File: config.mk
export PLATFORM = sky130hd
export DESIGN_NAME = pipe_ctrl
export DESIGN_NICKNAME = d
export VERILOG_FILES = /design/src/rtl/pipe_ctrl_pkg.sv /design/src/rtl/pipe_ctrl_sat_counter.sv /design/src/rtl/pipe_ctrl.sv
export SDC_FILE = /design/constraint.sdc
export NUM_CORES = 1
export LEC_CHECK = 0
export BUFFER_PORTS_ARGS = -buffer_cell sky130_fd_sc_hd__buf_2
export CAP_MARGIN = 5
export CORE_ASPECT_RATIO = 1.75
export CORE_UTILIZATION = 59
export CTS_CLUSTER_SIZE = 10
export DETAILED_ROUTE_END_ITERATION = 8
export GPL_ROUTABILITY_DRIVEN = 0
export GPL_TIMING_DRIVEN = 0
export PLACE_DENSITY = 0.9
export SYNTH_ARGS = -nofsm -noshare
export SYNTH_HDL_FRONTEND = slang
export SYNTH_SLANG_ARGS = --single-unit
export TNS_END_PERCENT = 30
File: constraint.sdc
create_clock -name i_clk -period 4.3 [get_ports i_clk]
set_input_delay 0.645 -clock i_clk [delete_from_list [all_inputs] [get_ports i_clk]]
set_output_delay 0.645 -clock i_clk [all_outputs]
set_load 0.005 [all_outputs]
File: src/rtl/pipe_ctrl_pkg.sv
// Shared types and constants for the pipeline control block.
package pipe_ctrl_pkg;

    // Controller state: frozen after reset, then running.
    typedef enum logic {
        ST_INIT = 1'b0,
        ST_RUN  = 1'b1
    } state_t;

    // Per-cycle reason for the enable/flush pattern, exported for debug.
    typedef enum logic [2:0] {
        CS_INIT   = 3'd0,
        CS_MEM    = 3'd1,
        CS_BRANCH = 3'd2,
        CS_DATA   = 3'd3,
        CS_FETCH  = 3'd4,
        CS_NONE   = 3'd5
    } cause_t;

    // Destination index meaning "no writer"; x0 collapses onto it.
    localparam logic [4:0] NO_REG = 5'd0;

endpackage

File: src/rtl/pipe_ctrl_sat_counter.sv
// Saturating event counter with synchronous clear; clear beats increment.
module sat_counter #(
    parameter int CNT_W = 16
) (
    input  logic             i_clk,
    input  logic             i_rst_n,
    input  logic             i_inc,
    input  logic             i_clr,
    output logic [CNT_W-1:0] o_cnt
);

    logic [CNT_W-1:0] r_cnt;

    // Count up, holding at all-ones instead of wrapping.
    always_ff @(posedge i_clk or negedge i_rst_n) begin
        if (!i_rst_n) begin
            r_cnt <= '0;
        end else if (i_clr) begin
            r_cnt <= '0;
        end else if (i_inc && (r_cnt != {CNT_W{1'b1}})) begin
            r_cnt <= r_cnt + CNT_W'(1);
        end
    end

    assign o_cnt = r_cnt;

endmodule

File: src/rtl/pipe_ctrl.sv
// Pipeline control: post-reset freeze, stall/flush priority decode,
// destination-register tracking for EX/MA/WB and performance counters.
//
// state   | meaning
// --------+-------------------------------------------------------------
// ST_INIT | pipeline frozen, NOPs injected, down-counter running to 0
// ST_RUN  | normal operation, enables/flushes from priority decode
module pipe_ctrl
    import pipe_ctrl_pkg::*;
#(
    parameter int RESET_CYCLES = 4,
    parameter int CNT_W        = 16
) (
    input  logic             i_clk,
    input  logic             i_rst_n,
    input  logic [4:0]       i_id_rd,
    input  logic             i_id_we,
    input  logic             i_id_valid,
    input  logic             i_hz_data,
    input  logic             i_br_taken,
    input  logic             i_ic_miss,
    input  logic             i_dc_busy,
    input  logic             i_cnt_clr,
    output logic [4:0]       o_ex_wb_reg,
    output logic [4:0]       o_ma_wb_reg,
    output logic [4:0]       o_wb_wb_reg,
    output logic             o_en_if,
    output logic             o_en_id,
    output logic             o_en_ex,
    output logic             o_en_ma,
    output logic             o_en_wb,
    output logic             o_flush_id,
    output logic             o_flush_ex,
    output logic             o_init,
    output logic [CNT_W-1:0] o_cnt_dstall,
    output logic [CNT_W-1:0] o_cnt_mstall,
    output logic [CNT_W-1:0] o_cnt_flush
);

    localparam logic [7:0] INIT_LOAD = 8'(RESET_CYCLES - 1);

    state_t     r_state;
    state_t     w_state_nxt;
    logic [7:0] r_init_cnt;
    cause_t     w_cause;

    logic       w_en_if, w_en_id, w_en_ex, w_en_ma, w_en_wb;
    logic       w_flush_id, w_flush_ex;
    logic [4:0] w_ex_nxt;

    logic [4:0] r_ex_rd, r_ma_rd, r_wb_rd;

    // State register and init down-counter; reset reloads the freeze length.
    always_ff @(posedge i_clk or negedge i_rst_n) begin
        if (!i_rst_n) begin
            r_state    <= ST_INIT;
            r_init_cnt <= INIT_LOAD;
        end else begin
            r_state <= w_state_nxt;
            if ((r_state == ST_INIT) && (r_init_cnt != 8'd0)) begin
                r_init_cnt <= r_init_cnt - 8'd1;
            end
        end
    end

    // Next state, cause priority and the resulting enable/flush pattern.
    always_comb begin
        w_state_nxt = r_state;
        w_cause     = CS_NONE;
        w_en_if     = 1'b1;
        w_en_id     = 1'b1;
        w_en_ex     = 1'b1;
        w_en_ma     = 1'b1;
        w_en_wb     = 1'b1;
        w_flush_id  = 1'b0;
        w_flush_ex  = 1'b0;

        if (r_state == ST_INIT) begin
            w_cause = CS_INIT;
            if (r_init_cnt == 8'd0) begin
                w_state_nxt = ST_RUN;
            end
        end else if (i_dc_busy) begin
            w_cause = CS_MEM;
        end else if (i_br_taken) begin
            // ID is wrong-path here, so its hazard/miss flags are moot.
            w_cause = CS_BRANCH;
        end else if (i_hz_data) begin
            w_cause = CS_DATA;
        end else if (i_ic_miss) begin
            w_cause = CS_FETCH;
        end

        case (w_cause)
            CS_INIT: begin
                {w_en_if, w_en_id, w_en_ex, w_en_ma, w_en_wb} = 5'b00000;
                w_flush_id = 1'b1;
                w_flush_ex = 1'b1;
            end
            CS_MEM: begin
                {w_en_if, w_en_id, w_en_ex, w_en_ma, w_en_wb} = 5'b00000;
            end
            CS_BRANCH: begin
                w_flush_id = 1'b1;
                w_flush_ex = 1'b1;
            end
            CS_DATA: begin
                w_en_if    = 1'b0;
                w_en_id    = 1'b0;
                w_flush_ex = 1'b1;
            end
            CS_FETCH: begin
                w_en_if    = 1'b0;
                w_flush_id = 1'b1;
            end
            default: begin
            end
        endcase
    end

    assign w_ex_nxt = (i_id_valid && i_id_we && !w_flush_ex) ? i_id_rd : NO_REG;

    // Destination tracker; each stage advances only with its enable.
    always_ff @(posedge i_clk or negedge i_rst_n) begin
        if (!i_rst_n) begin
            r_ex_rd <= NO_REG;
            r_ma_rd <= NO_REG;
            r_wb_rd <= NO_REG;
        end else if (r_state == ST_INIT) begin
            r_ex_rd <= NO_REG;
            r_ma_rd <= NO_REG;
            r_wb_rd <= NO_REG;
        end else begin
            if (w_en_ex) r_ex_rd <= w_ex_nxt;
            if (w_en_ma) r_ma_rd <= r_ex_rd;
            if (w_en_wb) r_wb_rd <= r_ma_rd;
        end
    end

    sat_counter #(.CNT_W(CNT_W)) u_cnt_dstall (
        .i_clk   (i_clk),
        .i_rst_n (i_rst_n),
        .i_inc   (w_cause == CS_DATA),
        .i_clr   (i_cnt_clr),
        .o_cnt   (o_cnt_dstall)
    );

    sat_counter #(.CNT_W(CNT_W)) u_cnt_mstall (
        .i_clk   (i_clk),
        .i_rst_n (i_rst_n),
        .i_inc   (w_cause == CS_MEM),
        .i_clr   (i_cnt_clr),
        .o_cnt   (o_cnt_mstall)
    );

    sat_counter #(.CNT_W(CNT_W)) u_cnt_flush (
        .i_clk   (i_clk),
        .i_rst_n (i_rst_n),
        .i_inc   (w_cause == CS_BRANCH),
        .i_clr   (i_cnt_clr),
        .o_cnt   (o_cnt_flush)
    );

    assign o_ex_wb_reg = r_ex_rd;
    assign o_ma_wb_reg = r_ma_rd;
    assign o_wb_wb_reg = r_wb_rd;
    assign o_en_if     = w_en_if;
    assign o_en_id     = w_en_id;
    assign o_en_ex     = w_en_ex;
    assign o_en_ma     = w_en_ma;
    assign o_en_wb     = w_en_wb;
    assign o_flush_id  = w_flush_id;
    assign o_flush_ex  = w_flush_ex;
    assign o_init      = (r_state == ST_INIT);

endmodule
**Yosys cells after proc, flatten, opt, wreduce, memory -nomap -nowiden**

Cells that the tools add are included.

- Logic and storage cells: 64
- Register bits: 72
- Output and inout bits: 71
- Bits of input ports: 14

- Reductions and logical operators: 18
- Equal/unequal tests: 8
- $add $sub $neg: 4
- Bitwise logic cells: 1
- Muxes and demuxes: 25

Operator list:

| kind | count |
|---|---|
| 2-to-1 mux 16 bit | 6 |
| adder 16 x 1 -> 16 bit (second input constant) | 3 |
| != test 16 bit (second input constant) | 3 |
| 2-to-1 mux 5 bit | 7 |
| 2-to-1 mux 3 bit | 4 |
| OR reduction 3 bit | 3 |
| zero test 8 bit | 1 |
| 2-to-1 mux 1 bit | 8 |
| nonzero test 8 bit | 1 |
| subtractor 8 x 1 -> 8 bit (second input constant) | 1 |
| == test 3 x 2 -> 1 bit (second input constant) | 2 |
| logical AND 1 bit | 6 |
| nonzero test 2 bit | 3 |
| OR reduction 4 bit | 1 |
| == test 3 x 1 -> 1 bit (second input constant) | 1 |
| == test 3 bit (second input constant) | 1 |
| zero test 3 bit | 1 |
| != test 2 bit (second input constant) | 1 |
| OR reduction 2 bit | 1 |
| zero test 1 bit | 1 |
| inverter 1 bit | 1 |

**Longest topological paths before layout**

Gate-level depths: netlist (run 1).

- Depth after elaboration: 13
- Mapped depth: 6
- Mapped depth without buffers: 5

**Cells and area by module**

A second synthesis (run 1) with hierarchy kept.

- Cell total of the unflattened synthesis: 396
- Area, all modules: 3,937.5 um^2

Modules (own cells, without submodules):

| module | cells each | area each (um^2) | seq. area each (um^2) | instances |
|---|---|---|---|---|
| sat_counter | 98 | 942.2 | 400.4 | 3 |
| pipe_ctrl | 102 | 1,111.1 | 603.1 | 1 |

**Worst setup path after synthesis (run 1)**

OpenSTA, ideal clock, no wires.

- Path kind: input to register
- Start point: input port i_dc_busy
- End point: register u_cnt_dstall.r_cnt[13], in the netlist u_cnt_dstall.o_cnt[13]
- Data arrival time: 1.900 ns
- Data required time: 4.180 ns
- Buffers on the path: 1
- Cell stages on the path: 5
- Setup time: 0.120 ns
- Path slack: 2.279 ns
- Cells stage by stage: buf_6 > and4bb_2 > nand4_1 > or4_1 > o211a_1

- Word-level cells in the longest chain between the ends: 5

Ends and longest elaborated chain:

| what | RTL line | RTL |
|---|---|---|
| from (decl) | pipe_ctrl.sv:22 | `input logic i_dc_busy,` |
| 2-to-1 mux 3 bit | pipe_ctrl.sv:83 | `end else if (i_dc_busy) begin` |
| 2-to-1 mux 3 bit | pipe_ctrl.sv:78 | `if (r_state == ST_INIT) begin` |
| == test 3 x 2 -> 1 bit | pipe_ctrl.sv:143 | `.i_inc (w_cause == CS_DATA),` |
| logical AND 1 bit | pipe_ctrl_sat_counter.sv:20 | `end else if (i_inc && (r_cnt != {CNT_W{1'b1}})) begin` |
| nonzero test 2 bit (no line) | n/a |  |
| to (signal assigned) | pipe_ctrl_sat_counter.sv:21 | `r_cnt <= r_cnt + CNT_W'(1);` |
| to (decl) | pipe_ctrl_sat_counter.sv:12 | `logic [CNT_W-1:0] r_cnt;` |

Every way passes these cells.
A chain may end at the register's enable or synchronous reset.

**Final worst setup path (run 1)**

- Start point: input port i_dc_busy
- End point: output port o_flush_id

- Word-level cells in the longest chain between the ends: 5
- Elaborated cells between the ends (all ways): 7
- Those cells by class: eq/ne (2); mux (3); reduce/logical (2)

Ends and longest elaborated chain:

| what | RTL line | RTL |
|---|---|---|
| 2-to-1 mux 3 bit * | pipe_ctrl.sv:83 |  |
| 2-to-1 mux 3 bit * | pipe_ctrl.sv:78 |  |
| == test 3 bit, or another cell as far along | pipe_ctrl.sv:94 | `case (w_cause)` |
| OR reduction 3 bit (no line) * | n/a |  |
| 2-to-1 mux 1 bit * | pipe_ctrl.sv:94 |  |
| to (decl) | pipe_ctrl.sv:32 | `output logic o_flush_id,` |

Every way passes the cells marked *; elsewhere a longest branch is shown, timed or not.

==> reports/metrics.cfg, run 1 <==
[worst_setup_path]
timing.setup.critical_path_class=input pin to output pin
r2r-end=u_cnt_dstall.o_cnt[2]
maximum_cell_stage_delay_along_the_critical_path_ns=0.53
crit_path_arrival_time_ns=1.74
required_time_of_the_critical_path_ns=3.65
cp_cell_sequence=buf_2 -> buf_6 -> clkbuf_1 -> o21ai_0 -> buf_2
critical_path_fanouts_max=10
crit-reg2reg-launch=u_cnt_dstall.o_cnt[1]
worst-r2r-setup-slack_ns=1.95
crit_path_top_delay_cell=clkbuf_1
rr_worst_depth=6
critPathLaunchType=input pin
cp_common_cell=buf_2
critical_path.endpoint_type=output pin

[synthesis]
yosys.area.top_type_share_pct=45.28
post_synth.cell_area_avg_sq_um=9.696
synth.yosys.seq_area_share_pct=46.64
synth_enable_flop_cells=0
synth_top_area_cell=dfrtp_1
yosys-top-cells-area=dfrtp_1 45%, a21oi_1 4.4%, mux2i_1 3.4%
post_synthesis_async_set_or_reset_flop_share_pct=100.0
synthesis.nets=418
synth_seq_cells=72
post_synth_num_cell_types=55
yosys_warnings=0
synth-main-ff-cell=dfrtp_1
synth_area_sq_mm=0.003869
synthCells=399

[global_route]
grt_pass1_vias=3465
grt.met2_usage_pct=51.61
groute.layer.met3.usage_pct=6.904
busiest_layer=met2
gr_util_met1_pct=30.75
grt_max_degree=73
grt_pass1_wl_microns=15380
global_route.usage.total_pct=28.59
initial_antenna_violation_count=0
gr-total-overflow=0

[power_and_ir_drop]
worst_ir_drop_vdd_mv=0.2927
pwr-share-seq_pct=50.3
internal_power_w=0.001062
power.clock.fraction_pct=43.2
total_power_w=0.001385
cellPowerDensity_mw_per_mm2=300.3
netSwitchingPower_w=0.0003224
cellLeakagePower_nw=2.159
swShare_pct=23.28
power_frac_comb_pct=6.4

[die]
placeableCoreArea_sq_mm=0.006276
io_pins=85
floorplan.die_area_sq_mm=0.006897
initial_utilization_pct=61.64
floorplan.rows=38
dieHeight_microns=109.1
die_w_microns=63.21

[clocking]
cts_post_setup_buffers_inserted=0
cts_resized=0
clockBufferDepth=2
hold_buffers=0
clkSlewWorstSetupHoldPaths_ns=0.07
cts_tree=done
cts_num_sinks=72
cts_inserted_buffers=9
clockRootBuffer=clkbuf_8
htreeDepth=3
worstSkewPairLatency_ns=0.36

[sta]
timing_worst_slew_pin_value_ns=0.8991
final.setup.worst_slack_ns=1.911
setup_violations=0
timing.fmax_mhz=418.6
slew_headroom_pct=40.06
post-route-period-util_pct=55.56
rsz0062_at_grt=false
fin_skew_ns=0.008446
totalNegativeSetupSlack_ns=0
hold_viol=0
number_of_max_slew_violations_in_the_final_report=0
final.min_clock_period_ns=2.389

[min_path]
hold_path_class=input pin to async pin

[routing]
wire_per_inst_microns=16.01
drc=0
final_antenna_violating_net_count=0
drt-vias-per-instance=6.157
vias=3565
drt-pass1-iter-count=4
drt_first_iter_violations=198
routed_wl_microns=9271

[cells_and_area]
layout_commonest_cell=buf_2
finish.net_count=513
fin_cells=579
layout-drive-gt1-share_pct=26.25
layout_utilization_pct=73.48
mostFrequentLayoutCells=89 x buf_2, 70 x dfrtp_1, 34 x a21oi_1
multi_input_area_sq_mm=0.001894
fillCellCount=488
number_of_diodes_added_for_antenna_fixing=0
syn_to_final_growth_pct=19.21
seqCellArea_sq_mm=0.001804

[placed_design]
place_ws_ns=1.915
port_buffers=84
dp.final_hpwl_microns=6701
dp.cells=563

[run]
cap_viol_max_count=0

[outcome]
outcome=completed

## cell type report
type / count / area share [%]
flip-flops and latches: 72 / 39.12
inverters: 14 / 1.139
repair buffers: 84 / 9.170
clock buffers: 10 / 2.984
plain buffers: 20 / 2.550
clock inverters: 6 / 1.791
multi-input cells: 293 / 41.07
well taps: 80 / 2.170
## power by group through the flow
stage / combinational [W] / sequential (W) / clock [W]
6_report: 0.0000888 / 0.000697 / 0.000599
5_1_grt: 0.0000996 / 0.000698 / 0.000632
4_1_cts: 0.0000905 / 0.000697 / 0.000610
3_5_place_dp: 0.0000898 / 0.000710 / 0
3_3_place_gp: 0.0000865 / 0.000710 / 0
2_1_floorplan: 0.0000417 / 0.000710 / 0
## stage by stage
step                area (sq um)  hold slack, ns
floorplan                   3869          0.3494
global placement            4389          0.4652
detailed placement          4392          0.4752
CTS                         4612          0.4381
global route                4612          0.4756
finish                      4612          0.4090
## synthesized netlist by cell type (all sizes together), types with 3 or more instances
cell type	instances
clkbuf	10
o31ai	14
buf	10
o311ai	5
mux2i	13
inv	14
nand2	26
or2	5
o21a	4
dfrtp	70
nor3	7
o21ai	24
nand4	17
a21oi	34
nor2b	3
nor2	27
xnor2	4
mux2	6
or4	13
or3	20
nand3	18
a22o	5
nor4	13
o41ai	5
and3	4
ha	5
and4	5
## critical path, delay by kind of cell
family          cells  cell delay [ns]
compound gates      1             0.18
buf+inv             4             0.93
## cells by family (layout without fill, tap and decap cells)
logic type      count (synthesis)  after routing  synth area share (%)
simple gates                  166            166                 25.13
xor+xnor                        5              5                 1.132
mux                            19             19                 5.110
buf+inv                        34            134                 4.398
compound gates                 98             98                 15.98
fa+ha+maj                       5              5                 1.617
flops                          72             72                 46.64
## worst max path at each step
| stage | start | endpoint | cells after the start |
|---|---|---|---|
| after floorplan | i_dc_busy | u_cnt_dstall.o_cnt[13] | 5 |
| after global placement | i_dc_busy | o_flush_id | 5 |
| after detailed placement | i_dc_busy | o_flush_id | 5 |
| after CTS | i_dc_busy | o_flush_id | 5 |
| after global routing | u_cnt_dstall.o_cnt[1] | u_cnt_dstall.o_cnt[2] | 6 |
| final | i_dc_busy | o_flush_id | 5 |
## metal layers
metal / part of all wire (%) / wire [microns]
met5: 0 / 0
met4: 2.3 / 214
met3: 5.5 / 510
met2: 54 / 4975
met1: 39 / 3570
Power figures use the tool's default switching activity.
==> run 2: changes to the inputs <==
--- a/config.mk
+++ b/config.mk
@@ -5,15 +5,16 @@
 export SDC_FILE = /design/constraint.sdc
 export NUM_CORES = 1
 export LEC_CHECK = 0
+export ABC_AREA = 1
 export BUFFER_PORTS_ARGS = -buffer_cell sky130_fd_sc_hd__buf_2
 export CAP_MARGIN = 5
 export CORE_ASPECT_RATIO = 1.75
-export CORE_UTILIZATION = 59
+export CORE_UTILIZATION = 56
 export CTS_CLUSTER_SIZE = 10
 export DETAILED_ROUTE_END_ITERATION = 8
 export GPL_ROUTABILITY_DRIVEN = 0
 export GPL_TIMING_DRIVEN = 0
-export PLACE_DENSITY = 0.9
+export PLACE_DENSITY = 0.85
 export SYNTH_ARGS = -nofsm -noshare
 export SYNTH_HDL_FRONTEND = slang
 export SYNTH_SLANG_ARGS = --single-unit
==> constraint.sdc (replaced) <==
create_clock -name i_clk -period 2.5 [get_ports i_clk]
set_input_delay 0.375 -clock i_clk [delete_from_list [all_inputs] [get_ports i_clk]]
set_output_delay 0.375 -clock i_clk [all_outputs]
set_load 0.005 [all_outputs]
==> run 2 against run 1 <==
Effect of this change:
- global-route usage up 2.3 points
- count of clock-buffer cells in the layout unchanged
- setup slack worse by 1.5 ns
- clock skew down 0.0026 ns
- synthesized area up 10%
- final area up 12%
- first-iteration DRC count rose to 2.9 times the previous value
- routed wire length up 23%
- critical endpoint is now o_en_if
- highest routed layer unchanged
==> reports/metrics.cfg, run 2 <==
[synthesis]
synth.yosys.seq_area_share_pct=42.37  ; -4.3 points
synthesis.nets=594  ; +42%
yosys.area.top_type_share_pct=41.14  ; -4.1 points
post_synth_num_cell_types=30  ; -45%
yosys-top-cells-area=dfrtp_1 41%, nand2_1 18%, nand4_1 6.3%
synthCells=575  ; +44%
yosys.cell_count.top_type=nand2_1
synth_area_sq_mm=0.004258  ; +10%
post_synthesis_async_set_or_reset_flop_share_pct=100.0  ; unchanged
synth_top_area_cell=dfrtp_1
synth-main-ff-cell=dfrtp_1
post_synth.cell_area_avg_sq_um=7.405  ; -24%
yosys_warnings=0  ; unchanged
synth_seq_cells=72  ; unchanged
netlist_top_cells_count=204 x nand2_1, 70 x dfrtp_1, 67 x nor2_1
synth_enable_flop_cells=0  ; unchanged

[clocking]
clockBufferDepth=2  ; unchanged
cts_post_setup_buffers_inserted=0  ; unchanged
hold_buffers=0  ; unchanged
htreeDepth=3  ; unchanged
clockRootBuffer=clkbuf_16
cts_num_sinks=72  ; unchanged
worstSkewPairLatency_ns=0.34  ; -0.02 ns
clkSlewWorstSetupHoldPaths_ns=0.06  ; about the same
cts_inserted_buffers=9  ; unchanged
cts_tree=done
cts_resized=0  ; unchanged

[die]
io_pins=85  ; unchanged
floorplan.die_area_sq_mm=0.007970  ; +16%
die_w_microns=67.92  ; +7.4%
floorplan.rows=41  ; +7.9%
dieHeight_microns=117.4  ; +7.5%
initial_utilization_pct=58.45  ; -3.2 points
placeableCoreArea_sq_mm=0.007284  ; +16%

[routing]
drt_first_iter_violations=577  ; +190%
final_antenna_violating_net_count=0  ; unchanged
drt-pass1-iter-count=5  ; +1
drc=0  ; unchanged
routed_wl_microns=11430  ; +23%
drt-vias-per-instance=5.764  ; -6.4%
vias=4381  ; +23%
wire_per_inst_microns=15.03  ; -6.1%

[worst_setup_path]
cp_common_cell=inv_2
critPathBufInv=4  ; unchanged
required_time_of_the_critical_path_ns=2.12  ; -1.53 ns
critical_path_fanouts_max=10  ; unchanged
worstSetupPathDepth=6  ; +1
crit_path_top_delay_cell=dfrtp_1
critPathLaunchType=register
timing.setup.critical_path_class=register to output pin
critical_path.endpoint_type=output pin
maximum_cell_stage_delay_along_the_critical_path_ns=0.43  ; -0.10 ns
path_delay_family=buffers and inverters
crit_path_arrival_time_ns=1.70  ; -0.04 ns
cp_cell_sequence=inv_2 -> nor2_4 -> inv_2 -> clkbuf_1 -> o31ai_1 -> buf_2
rr_worst_depth=10  ; +4

[global_route]
grt_pass1_wl_microns=18750  ; +22%
gr_util_met1_pct=37.41  ; +6.7 points
grt_max_degree=73  ; unchanged
busiest_layer=met2
grt.met2_usage_pct=49.75  ; -1.9 points
grt_pass1_vias=4071  ; +17%
gr-total-overflow=0  ; unchanged
groute.layer.met3.usage_pct=5.739  ; -1.2 points
initial_antenna_violation_count=0  ; unchanged
global_route.usage.total_pct=30.88  ; +2.3 points

[power_and_ir_drop]
cellLeakagePower_nw=2.679  ; +24%
total_power_w=0.002990  ; +120%
worst_ir_drop_vdd_mv=0.4865  ; +66%
cellPowerDensity_mw_per_mm2=580.4  ; +93%

[sta]
post-route-period-util_pct=82.93
final.setup.worst_slack_ns=0.4268  ; -1.484 ns
hold_viol=0  ; unchanged
number_of_max_slew_violations_in_the_final_report=0  ; unchanged
totalNegativeSetupSlack_ns=0  ; unchanged
setup_violations=0  ; unchanged
timing.fmax_mhz=482.4
rsz0062_at_grt=false
timing_worst_slew_pin_value_ns=0.8758  ; -0.02327 ns
slew_headroom_pct=41.61  ; +1.6 points
final.min_clock_period_ns=2.073
fin_skew_ns=0.005891  ; -0.002555 ns

[cells_and_area]
number_of_diodes_added_for_antenna_fixing=0  ; unchanged
layout_commonest_cell=nand2_1
mostFrequentLayoutCells=204 x nand2_1, 86 x buf_2, 70 x dfrtp_1
layout_utilization_pct=70.73  ; -2.8 points
finish.net_count=688  ; +34%
layout-drive-gt1-share_pct=20.62  ; -5.6 points
fillCellCount=601  ; +23%
fin_cells=760  ; +31%
syn_to_final_growth_pct=21.01

[placed_design]
place_ws_ns=0.7517  ; -1.163 ns
dp.cells=744  ; +32%
dp.final_hpwl_microns=7820  ; +17%
port_buffers=83  ; -1.2%

[outcome]
outcome=completed

[run]
cap_viol_max_count=0  ; unchanged

[min_path]
hold_path_class=input pin to async pin

run 2: cell families (layout without fill, tap and decap cells):
logic type / Yosys count / after routing / share of synthesized area [%]
AO/OA/AOI/OAI: 40 / 40 / 5.466
XOR/XNOR: 20 / 20 / 4.114
adder cells (fa/ha/maj): 5 / 5 / 1.469
buffers and inverters: 67 / 166 / 7.170
flip-flops: 72 / 72 / 42.37
AND/OR/NAND/NOR: 371 / 371 / 39.41
run 2: per-layer routing:
layer	wire length, microns	part of all wire (%)
met1	4360	38
met2	5917	52
met3	647	5.7
met4	501	4.4
met5	0	0
run 2: path summary, 6_finish.rpt:
check                                         end                  start  slack, ns
min in group i_clk                 o_ex_wb_reg[3]             i_id_rd[3]       0.30
hold reg to reg                    o_wb_wb_reg[0]         o_wb_wb_reg[0]       0.49
hold / removal             u_cnt_dstall.o_cnt[13]                i_rst_n       0.16
max in group asynchronous           r_init_cnt[3]                i_rst_n       1.78
setup / recovery                          o_en_if                r_state       0.43
setup reg to reg           u_cnt_dstall.o_cnt[12]  u_cnt_dstall.o_cnt[0]       0.71
run 2: power by group:
| group | switching (W) | leakage, nW | total, W | internal [W] |
|---|---|---|---|---|
| logic | 0.000126 | 1.51 | 0.000188 | 0.0000617 |
| registers | 0.0000166 | 0.987 | 0.00120 | 0.00118 |
| clock network | 0.000503 | 0.182 | 0.00160 | 0.00110 |
run 2: worst register-to-register path, cell delays in order, from the launching register on:
cell and delay [ns]:
dfrtp_1 0.44, ha_1 0.29, nand3_2 0.13, inv_1 0.09
nand2_2 0.08, nor2_4 0.13, nor2_4 0.07, nor2_4 0.19
buf_6 0.18, nand2_1 0.05, nand2_1 0.07
run 2: final cells by class:
type	count	area, sq um	area share [%]
multi-input cells	436	2148	41.70
flip-flops and latches	72	1804	35.02
repair buffers	83	417.9	8.111
clock buffers	10	239.0	4.638
inverters	51	191.4	3.715
clock inverters	6	130.1	2.526
plain buffers	16	113.9	2.210
well taps	86	107.6	2.088
run 2: metrics by stage:
stage                     instance area [sq um]  hold slack (ns)
final                                      5152           0.1645
after global placement                     4781           0.4633
after floorplan                            4258          0.07941
after detailed placement                   4783           0.4762
after global routing                       5152           0.2552
after CTS                                  5152           0.1955
==> run 3: changes to the inputs <==
--- a/config.mk
+++ b/config.mk
@@ -5,11 +5,11 @@
 export SDC_FILE = /design/constraint.sdc
 export NUM_CORES = 1
 export LEC_CHECK = 0
-export ABC_AREA = 1
+export ABC_AREA = 0
 export BUFFER_PORTS_ARGS = -buffer_cell sky130_fd_sc_hd__buf_2
 export CAP_MARGIN = 5
 export CORE_ASPECT_RATIO = 1.75
-export CORE_UTILIZATION = 56
+export CORE_UTILIZATION = 55
 export CTS_CLUSTER_SIZE = 10
 export DETAILED_ROUTE_END_ITERATION = 8
 export GPL_ROUTABILITY_DRIVEN = 0
==> constraint.sdc (replaced) <==
create_clock -name i_clk -period 2 [get_ports i_clk]
set_input_delay 0.3 -clock i_clk [delete_from_list [all_inputs] [get_ports i_clk]]
set_output_delay 0.3 -clock i_clk [all_outputs]
set_load 0.005 [all_outputs]
==> run 3 against run 2 <==
Effect of this change:
- die area down 7.3%
- setup slack got worse by 0.39 ns
- cell count down 22%
- final area is 5.9% lower
- critical path depth shrank 1
- routed wire length decreased by 14%
- via count decreased by 15%
- largest cell class unchanged
- largest power group unchanged
==> reports/metrics.cfg, run 3 (synthesized netlist as in run 1, its figures left out) <==
[cells_and_area]
layout_commonest_cell=buf_2
fin_cells=592  ; -22%
mostFrequentLayoutCells=85 x buf_2, 66 x dfrtp_1, 34 x a21oi_1
multi_input_area_sq_mm=0.001933  ; -10%
syn_to_final_growth_pct=25.36
fillCellCount=505  ; -16%
number_of_diodes_added_for_antenna_fixing=0  ; unchanged
seqCellArea_sq_mm=0.001809  ; +0.28%
layout-drive-gt1-share_pct=29.72  ; +9.1 points
finish.net_count=522  ; -24%

[worst_setup_path]
r2r-end=u_cnt_dstall.o_cnt[11]
rr_worst_depth=5  ; -5
critical_path_end=u_cnt_dstall.o_cnt[11]
critical_path.endpoint_type=register
required_time_of_the_critical_path_ns=2.25  ; +0.13 ns
critPathLaunchType=register
cp_cell_sequence=nand4_1 -> or2_1 -> clkbuf_1 -> or4_1 -> a21oi_1
critical_path_fanouts_max=10  ; unchanged
maximum_cell_stage_delay_along_the_critical_path_ns=0.56  ; +0.13 ns
crit_path_arrival_time_ns=2.21  ; +0.51 ns
setup.worst_path.start=u_cnt_dstall.o_cnt[7]
path_delay_family=simple AND/OR/NAND/NOR gates
critPathBufInv=1  ; -3
worst-r2r-setup-slack_ns=0.04  ; -0.67 ns
timing.setup.critical_path_class=register to register
crit_path_top_delay_cell=or4_1
crit-reg2reg-launch=u_cnt_dstall.o_cnt[7]
worstSetupPathDepth=5  ; -1

[routing]
drt-vias-per-instance=6.265  ; +8.7%
wire_per_inst_microns=16.66  ; +11%
drt-pass1-iter-count=5  ; unchanged
routed_wl_microns=9865  ; -14%
drc=0  ; unchanged
final_antenna_violating_net_count=0  ; unchanged
drt_first_iter_violations=222  ; -62%
vias=3709  ; -15%

[sta]
timing.fmax_mhz=509.1
hold_viol=0  ; unchanged
fin_skew_ns=0.006063  ; +0.0001713 ns
post-route-period-util_pct=98.22
slew_headroom_pct=54.62  ; +13 points
final.setup.worst_slack_ns=0.03558  ; -0.3913 ns
setup_violations=0  ; unchanged
final.min_clock_period_ns=1.964
number_of_max_slew_violations_in_the_final_report=0  ; unchanged
rsz0062_at_grt=true
timing_worst_slew_pin_value_ns=0.6807  ; -0.1951 ns

[clocking]
clockBufferDepth=2  ; unchanged
clockRootBuffer=clkbuf_16
htreeDepth=3  ; unchanged
clkSlewWorstSetupHoldPaths_ns=0.06  ; about the same
cts_num_sinks=72  ; unchanged
cts_inserted_buffers=9  ; unchanged
cts_tree=done
worstSkewPairLatency_ns=0.33  ; about the same

[power_and_ir_drop]
cellPowerDensity_mw_per_mm2=684.9  ; +18%
cellLeakagePower_nw=2.268  ; -15%
total_power_w=0.003322  ; +11%
internal_power_w=0.002543  ; +8.4%
swShare_pct=23.45  ; +1.9 points
worst_ir_drop_vdd_mv=0.5920  ; +22%
power_frac_comb_pct=6.1  ; -0.2 points
pwr-share-seq_pct=45.2  ; +5.0 points
power.clock.fraction_pct=48.7  ; -4.9 points
netSwitchingPower_w=0.0007790  ; +21%

[run]
cap_viol_max_count=0  ; unchanged

[placed_design]
port_buffers=84  ; +1.2%
dp.final_hpwl_microns=6869  ; -12%
place_ws_ns=-0.2999  ; -1.052 ns
dp.cells=568  ; -24%

[global_route]
initial_antenna_violation_count=0  ; unchanged
global_route.usage.total_pct=27.59  ; -3.3 points
grt_max_degree=73  ; unchanged
grt_pass1_wl_microns=15770  ; -16%
grt_pass1_vias=3534  ; -13%
gr-total-overflow=0  ; unchanged

[die]
floorplan.die_area_sq_mm=0.007387  ; -7.3%
placeableCoreArea_sq_mm=0.006857  ; -5.9%
io_pins=85  ; unchanged
initial_utilization_pct=56.42  ; -2.0 points
die_w_microns=65.40  ; -3.7%
floorplan.rows=40  ; -2.4%
dieHeight_microns=113.0  ; -3.7%

[outcome]
outcome=completed

[min_path]
hold_path_class=input pin to register

run 3: worst min path at each step:
stage,startpoint,endpoint,slack [ns],cells past startpoint
after floorplan,i_rst_n,o_ex_wb_reg[0],0.004,0
after global placement,r_init_cnt[7],r_init_cnt[7],0.47,1
after detailed placement,i_rst_n,u_cnt_dstall.o_cnt[13],0.34,2
after CTS,i_id_rd[0],o_ex_wb_reg[0],0.17,2
after global routing,i_id_rd[2],o_ex_wb_reg[2],0.19,2
final,i_id_rd[0],o_ex_wb_reg[0],0.18,2
run 3: layout make-up:
type,instances,area share (%)
inverter,14,1.084
sequential,72,37.31
clock inverter,7,1.625
tap,84,2.167
clock buffer,9,4.644
multi-input combinational,293,39.86
timing repair buffer,94,10.73
buffer,19,2.580
run 3: through the flow:
| stage | hold WS, ns | setup TNS (ns) | util, % | area, sq um |
|---|---|---|---|---|
| after floorplan | 0.004409 | 0 | - | 3869 |
| final | 0.1806 | 0 | 70.73 | 4850 |
| after global placement | 0.4674 | -2.464 | 64.09 | 4394 |
| after global routing | 0.1868 | -0.07993 | 70.73 | 4850 |
| after detailed placement | 0.3400 | -2.776 | 64.53 | 4424 |
| after CTS | 0.1703 | 0 | 69.62 | 4773 |
run 3: worst register-to-register path, delay by kind of cell (launching register included):
kind / cells / cell delay, ns
AND/OR/NAND/NOR: 3 / 1.06
flip-flops: 1 / 0.42
buffers and inverters: 1 / 0.22
AO/OA/AOI/OAI: 1 / 0.18
run 3: timing repair:
item                       in CTS  in global routing
setup endpoints to repair      13                 34
hold endpoints to repair       65                  0
pin swaps                       0                  5
cloned                          0                  0
resized for setup               5                 14
hold buffers                    1                  0
buffers inserted                2                  6
run 3: power by group through the flow:
stage,Sequential (W),Combinational (W),Clock (W)
after floorplan,0.00153,0.0000896,0
after global placement,0.00153,0.000187,0
after detailed placement,0.00153,0.000201,0
after CTS,0.00150,0.000204,0.00164
after global routing,0.00150,0.000225,0.00170
final,0.00150,0.000202,0.00162
run 3: layer usage:
metal / share of wire (%) / vias up / global-route usage (%)
met2: 54 / 156 / 48.66
met4: 2.5 / 0 / 15.51
met3: 5.3 / 22 / 5.948
li1: - / 1716 / -
met1: 38 / 1815 / 29.55
met5: 0 / - / 0
